==> src/rtl/preg_pkg.sv <==
// Shared types and limits for the elastic pipeline register chain.
package preg_pkg;

  typedef enum logic [1:0] {EMPTY, BUSY, FULL} elastic_state_t;

  localparam int unsigned MAX_STAGES = 4;

  // Number of beats a stage holds in a given state.
  function automatic logic [1:0] beats_held(elastic_state_t s);
    case (s)
      BUSY:    beats_held = 2'd1;
      FULL:    beats_held = 2'd2;
      default: beats_held = 2'd0;
    endcase
  endfunction

endpackage

==> src/rtl/preg_skid_stage.sv <==
// One elastic stage: main entry plus a skid entry, ready taken from state only.
module preg_skid_stage
  import preg_pkg::*;
#(
  parameter int unsigned DATA_WIDTH = 64
) (
  input  logic                  clk,
  input  logic                  rst_n,
  input  logic                  flush,
  input  logic                  in_valid,
  output logic                  in_ready,
  input  logic [DATA_WIDTH-1:0] in_data,
  output logic                  out_valid,
  input  logic                  out_ready,
  output logic [DATA_WIDTH-1:0] out_data,
  output elastic_state_t        state
);

  logic [DATA_WIDTH-1:0] main_q;
  logic [DATA_WIDTH-1:0] skid_q;
  logic                  in_fire;
  logic                  out_fire;

  assign in_ready  = (state != FULL);
  assign out_valid = (state != EMPTY);
  assign out_data  = main_q;
  assign in_fire   = in_valid & in_ready;
  assign out_fire  = out_valid & out_ready;

  always_ff @(posedge clk or negedge rst_n) begin
    if (!rst_n) begin
      state  <= EMPTY;
      main_q <= '0;
      skid_q <= '0;
    end else if (flush) begin
      state <= EMPTY;
    end else begin
      case (state)
        EMPTY: begin
          if (in_fire) begin
            state  <= BUSY;
            main_q <= in_data;
          end
        end
        BUSY: begin
          if (in_fire && out_fire) begin
            main_q <= in_data;
          end else if (in_fire) begin
            state  <= FULL;
            skid_q <= in_data;
          end else if (out_fire) begin
            state <= EMPTY;
          end
        end
        FULL: begin
          // Skid always holds the younger beat, so it moves up on drain.
          if (out_fire) begin
            state  <= BUSY;
            main_q <= skid_q;
          end
        end
        default: state <= EMPTY;
      endcase
    end
  end

endmodule

==> src/rtl/preg_elastic.sv <==
// Chain of STAGES elastic skid stages with flush and occupancy count.
module preg_elastic
  import preg_pkg::*;
#(
  parameter int unsigned DATA_WIDTH = 64,
  parameter int unsigned STAGES     = 1,
  parameter int unsigned OCC_W      = $clog2(2*STAGES+1)
) (
  input  logic                  i_clk,
  input  logic                  i_arst_n,
  input  logic                  i_valid,
  output logic                  o_ready,
  input  logic [DATA_WIDTH-1:0] i_data,
  output logic                  o_valid,
  input  logic                  i_ready,
  output logic [DATA_WIDTH-1:0] o_data,
  input  logic                  i_flush,
  output logic [OCC_W-1:0]      o_occupancy
);

  if (STAGES < 1 || STAGES > MAX_STAGES) begin : g_bad_stages
    $error("preg_elastic: STAGES must be in 1..MAX_STAGES");
  end

  logic                  valid [STAGES+1];
  logic                  ready [STAGES+1];
  logic [DATA_WIDTH-1:0] data  [STAGES+1];
  elastic_state_t        st    [STAGES];

  assign valid[0]      = i_valid;
  assign data[0]       = i_data;
  assign ready[STAGES] = i_ready;

  for (genvar k = 0; k < STAGES; k++) begin : g_stage
    preg_skid_stage #(
      .DATA_WIDTH(DATA_WIDTH)
    ) u_stage (
      .clk      (i_clk),
      .rst_n    (i_arst_n),
      .flush    (i_flush),
      .in_valid (valid[k]),
      .in_ready (ready[k]),
      .in_data  (data[k]),
      .out_valid(valid[k+1]),
      .out_ready(ready[k+1]),
      .out_data (data[k+1]),
      .state    (st[k])
    );
  end

  assign o_ready = ready[0];
  assign o_valid = valid[STAGES];
  assign o_data  = data[STAGES];

  always_comb begin
    o_occupancy = '0;
    for (int unsigned k = 0; k < STAGES; k++) begin
      o_occupancy = o_occupancy + OCC_W'(beats_held(st[k]));
    end
  end

endmodule
==> config.mk <==
export PLATFORM = sky130hd
export DESIGN_NAME = preg_elastic
export DESIGN_NICKNAME = d
export VERILOG_FILES = /design/src/rtl/preg_pkg.sv /design/src/rtl/preg_skid_stage.sv /design/src/rtl/preg_elastic.sv
export SDC_FILE = /design/constraint.sdc
export NUM_CORES = 1
export LEC_CHECK = 0
export CORE_MARGIN = 2
export CORE_UTILIZATION = 48
export CTS_BUF_LIST = sky130_fd_sc_hd__clkbuf_8
export DETAILED_ROUTE_END_ITERATION = 10
export HOLD_SLACK_MARGIN = 0.15
export PLACE_DENSITY_LB_ADDON = 0.08
export RECOVER_POWER = 100
export SETUP_SLACK_MARGIN = 0.2
export SLEW_MARGIN = 20
export SYNTH_ARGS = -nofsm -noshare
export SYNTH_HDL_FRONTEND = slang
export SYNTH_HIERARCHICAL = 1
export SYNTH_SLANG_ARGS = --single-unit
==> constraint.sdc <==
create_clock -name i_clk -period 2 [get_ports i_clk]
set_input_delay 0.4 -clock i_clk [delete_from_list [all_inputs] [get_ports i_clk]]
set_output_delay 0.4 -clock i_clk [all_outputs]
set_load 0.05 [all_outputs]
==> results by stage <==
Outcome:
- The flow ran to the end, but the final reports show violations.
- The final reports fail on DRC.

Route:
- The average routed wire per standard cell is 18.29 um.
- The number of nets with antenna violations after routing is 0.
- The overall via count from detail_route is approximately 3600.
- The average via count per standard cell is 5.213.
- The first TritonRoute pass finished after 9 iterations.
- The first-iteration detailed-routing DRC count is around 110.
- The number of design rule violations left after detail routing is 8.
- The detailed-route wire length is between 10000 and 15000 um.

Placement:
- The post-detailed-placement half-perimeter wirelength is around 8000 um.
- Counting tap cells, the placed design contains a total of between 600 and 700 instances.
- Port buffering added roughly 140 buffers.
- The worst setup slack after placement is -0.2350 ns.
- The placed instances occupy a cell area of about 7300 um^2.
- Routability-driven placement finished with a final weighted congestion of roughly 0.7.

GRT:
- The wire length of the first global-routing pass is between 15000 and 20000 um.
- The total routing resource utilization after global routing is 0.1942.
- The total congestion overflow is 0.
- Entering global routing, the biggest net connects 55 pins.
- The number of global-route vias before repair came to 3814.
- The number of antenna violations at the first check in global routing is 0.

STA:
- The final critical delay including setup and external delays is between 1.5 and 2 ns.
- The final setup violation count is 0.
- The minimum setup slack in the final design is 0.1257 ns.
- The worst-margin pin slew is 0.9300 ns.
- Setup repair after global routing could not meet its margin everywhere.
- In the finished design, the share of the clock period the worst path needs comes to 0.9371.
- The number of slew-limit violations in the final report is 0.
- The final-report hold violation count was 0.
- Measured against its own limit, the worst slew margin works out to 0.3800.
- The maximum clock skew at final layout is 0.007765 ns.
- For this run, the top clock speed supported by timing is roughly 530 MHz.

Power and ir drop:
- The largest vdd supply drop is 0.6107 mV.
- In this run the static leakage power is 0.003377 uW.
- The internal power contribution is 5317 uW.
- Of the total power, registers draw 0.445.
- Power spread over the standard cell area amounts to 1034 nW/um^2.
- Of the total power, the share spent switching nets is 0.3386.
- The clock network power share is 0.248.
- The share of total power dissipated in combinational logic is 0.307.
- Power comes to around 8000 uW.
- For this design the total switching power over the nets is 2721 uW.

Cells and area:
- For this run, the post-layout net count is 599.
- The number of inserted diodes is 0.
- The ratio of cells with drive above 1 in the final layout is 0.4723.
- The filler-free cell count of the finished design is 685.
- Compared with the post-synthesis result, the final layout area differs by 35.91%.
- Leaving out fill and tap cells, the most frequent cells in the layout are sky130_fd_sc_hd__mux2_2 (184), sky130_fd_sc_hd__dfrtp_1 (129), sky130_fd_sc_hd__clkdlybuf4s50_1 (67), sky130_fd_sc_hd__dlygate4sd2_1 (55), sky130_fd_sc_hd__clkbuf_8 (20).
- The finished cells cover 7771 um^2.
- The most common cell after layout, fill and taps aside is sky130_fd_sc_hd__mux2_2.

Min path:
- The path category of the worst min-delay check is flop to flop.
- The hold path startpoint is g_stage[0].u_stage/out_data[63]$_DFFE_PN0P_.
- The path with the worst hold slack has its endpoint at g_stage[0].u_stage/out_data[63]$_DFFE_PN0P_.
- The number of cells traversed by the worst hold path is 1.

Critical path:
- On the worst path, the slowest cell contributes a delay of 0.42 ns.
- The category of cells accounting for the largest share of critical-path delay is flip-flops.
- The kind of end point of the critical path is an output pin.
- At the worst endpoint, the arrival time is 1.47 ns.
- The data required time at the worst endpoint is around 1.6 ns.
- The worst register-to-register path ends at g_stage[0].u_stage/out_data[40]$_DFFE_PN0P_.
- The class of the most critical setup path is flop to output pin.
- Walking the worst path, the cells encountered are buf_6 > and2b_2 > buf_2.
- Together, buffers and inverters on the worst path number 2.
- The setup check on the worst reg-to-reg path leaves a slack of 0.16 ns.
- STA classifies the critical path startpoint as a flop.
- The maximum net fanout on the critical path is 5.
- The slowest cell on the critical path is sky130_fd_sc_hd__dfrtp_2.
- Counting cells, the worst reg-to-reg path comes to 6.
- The startpoint of the worst-slack reg-to-reg timing path is g_stage[0].u_stage/state[0]$_DFFE_PN0P_.

Flow run:
- The total of max-cap violations is 0.

Synthesis:
- The number of different library cells used by synthesis comes to 22.
- The number of nets in the synthesized netlist is 429.
- The synthesized flop and latch total is 130.
- The post-synthesis average cell area is 15.88 um^2.
- The cell area that synthesis handed to floorplanning was 5718 um^2.
- The share of the Yosys chip area taken by registers is 0.5689.
- Yosys printed 6 warnings.
- Counting every instance in the synthesized netlist gives 360.

Clocking:
- The H-tree was split into 4 levels.
- TritonCTS built the clock tree.
- Clock-pin slew was measured on the worst setup and hold paths at roughly 0.06 ns.
- The tree built by TritonCTS fans out to 130 sinks.
- The root buffer selected by CTS is sky130_fd_sc_hd__clkbuf_8.
- TritonCTS created 17 clock buffers.
- The buffer depth of the longest clock path is 2.
- The source-to-sink clock delay at the later pin of the worst-skew pair is 0.44 ns.

Die:
- During I/O placement, the number of pins put on the boundary was roughly 140.
- The overall die area is 12800 um^2.
- The number of placement rows is 39.
- The vertical extent of the die is around 110 um.
- The core region is about 12000 um^2.
- In this run the horizontal extent of the chip is around 110 um.
- For this configuration, the core starts out at a cell density of 0.4965.
==> power groups by stage <==
stage / registers, uW / logic [uW] / clock network (uW)
2_1_floorplan: 4500 / 768 / 0
3_3_place_gp: 3600 / 2570 / 0
3_5_place_dp: 3640 / 2620 / 0
4_1_cts: 3580 / 2450 / 2050
5_1_grt: 3660 / 2600 / 2180
6_report: 3580 / 2470 / 1990
==> per-stage QoR <==
step,hold WS [ns],setup TNS [ns],utilization
5_1_grt,0.5169,0,0.6748
6_report,0.4893,0,0.6748
4_1_cts,0.4704,0,0.6629
3_5_place_dp,0.4091,-25.74,0.6356
3_3_place_gp,0.4021,-22.75,0.6356
2_1_floorplan,0.1044,0,-
==> cell type report <==
| class | instances | area [um^2] |
|---|---|---|
| multi-input combinational | 209 | 2311 |
| clock buffer | 20 | 275.3 |
| timing repair buffer | 171 | 1674 |
| sequential | 130 | 3254 |
| fill | 887 | 3745 |
| clock inverter | 11 | 73.82 |
| inverter | 1 | 3.754 |
| tap | 143 | 178.9 |
==> cells in the mapped netlist <==
cell type | instances | area [um^2]
sky130_fd_sc_hd__mux2_2 | 186 | 2095
sky130_fd_sc_hd__dfrtp_1 | 130 | 3253
sky130_fd_sc_hd__buf_4 | 9 | 67.56
sky130_fd_sc_hd__buf_6 | 9 | 101.4
sky130_fd_sc_hd__mux2_1 | 5 | 56.30
sky130_fd_sc_hd__a21oi_1 | 2 | 10.01
sky130_fd_sc_hd__buf_2 | 2 | 10.01
sky130_fd_sc_hd__nand2_1 | 2 | 7.510
sky130_fd_sc_hd__nor2b_1 | 2 | 12.51
sky130_fd_sc_hd__a21oi_4 | 1 | 16.27
sky130_fd_sc_hd__and2b_2 | 1 | 8.760
sky130_fd_sc_hd__inv_2 | 1 | 3.750
sky130_fd_sc_hd__mux2_4 | 1 | 15.01
sky130_fd_sc_hd__nand2b_1 | 1 | 6.260
sky130_fd_sc_hd__nand3b_1 | 1 | 7.510
sky130_fd_sc_hd__nor2_1 | 1 | 3.750
sky130_fd_sc_hd__nor2b_2 | 1 | 8.760
sky130_fd_sc_hd__nor3_1 | 1 | 5.000
sky130_fd_sc_hd__nor3b_1 | 1 | 7.510
sky130_fd_sc_hd__o21a_1 | 1 | 7.510
sky130_fd_sc_hd__o22a_1 | 1 | 8.760
sky130_fd_sc_hd__or2_2 | 1 | 6.260
==> cells by family (layout without fill, tap and decap cells) <==
logic type / count (synthesis) / count (layout) / synth area share
multiplexers: 192 / 192 / 0.3788
AND/OR/NAND/NOR: 12 / 12 / 0.01291
buffers and inverters: 21 / 203 / 0.03195
AO/OA/AOI/OAI: 5 / 5 / 0.007441
flip-flops: 130 / 130 / 0.5689
==> sequential cells by signal, summed over array words and instances, names as in the netlist <==
register                  flops
g_stage.u_stage/out_data     64
g_stage.u_stage/skid_q       64
g_stage.u_stage/state         2
==> routing by layer <==
| layer | routed length, um | GRT usage | share of wire | vias up |
|---|---|---|---|---|
| met4 | 252 | 0.09350 | 0.020 | 0 |
| met3 | 637 | 0.05410 | 0.051 | 22 |
| met5 | 0 | 0 | 0 | - |
| li1 | - | - | - | 1640 |
| met2 | 6370 | 0.3234 | 0.51 | 96 |
| met1 | 5269 | 0.2336 | 0.42 | 1813 |
==> what timing repair did <==
item / in CTS / in global routing
hold buffers: 1 / 0
pin swaps: 0 / 1
setup buffers: 3 / 3
resized for setup: 66 / 24
gates cloned: 0 / 7
hold endpoints to repair: 30 / 0
setup endpoints to repair: 68 / 137
==> worst max-delay path by stage <==
stage | start | endpoint | slack [ns] | cells past startpoint
floorplan | g_stage[0].u_stage/state[1]$_DFFE_PN0P_ | g_stage[0].u_stage/out_data[31]$_DFFE_PN0P_ | 0.34 | 5
global placement | i_valid | g_stage[0].u_stage/skid_q[8]$_DFFE_PN0P_ | -0.22 | 5
detailed placement | i_valid | g_stage[0].u_stage/out_data[32]$_DFFE_PN0P_ | -0.23 | 6
CTS | g_stage[0].u_stage/state[0]$_DFFE_PN0P_ | o_occupancy[0] | 0.17 | 3
global route | g_stage[0].u_stage/state[1]$_DFFE_PN0P_ | o_occupancy[0] | 0.08 | 3
finish | g_stage[0].u_stage/state[1]$_DFFE_PN0P_ | o_occupancy[0] | 0.13 | 3
(Power assumes the default switching activity.)
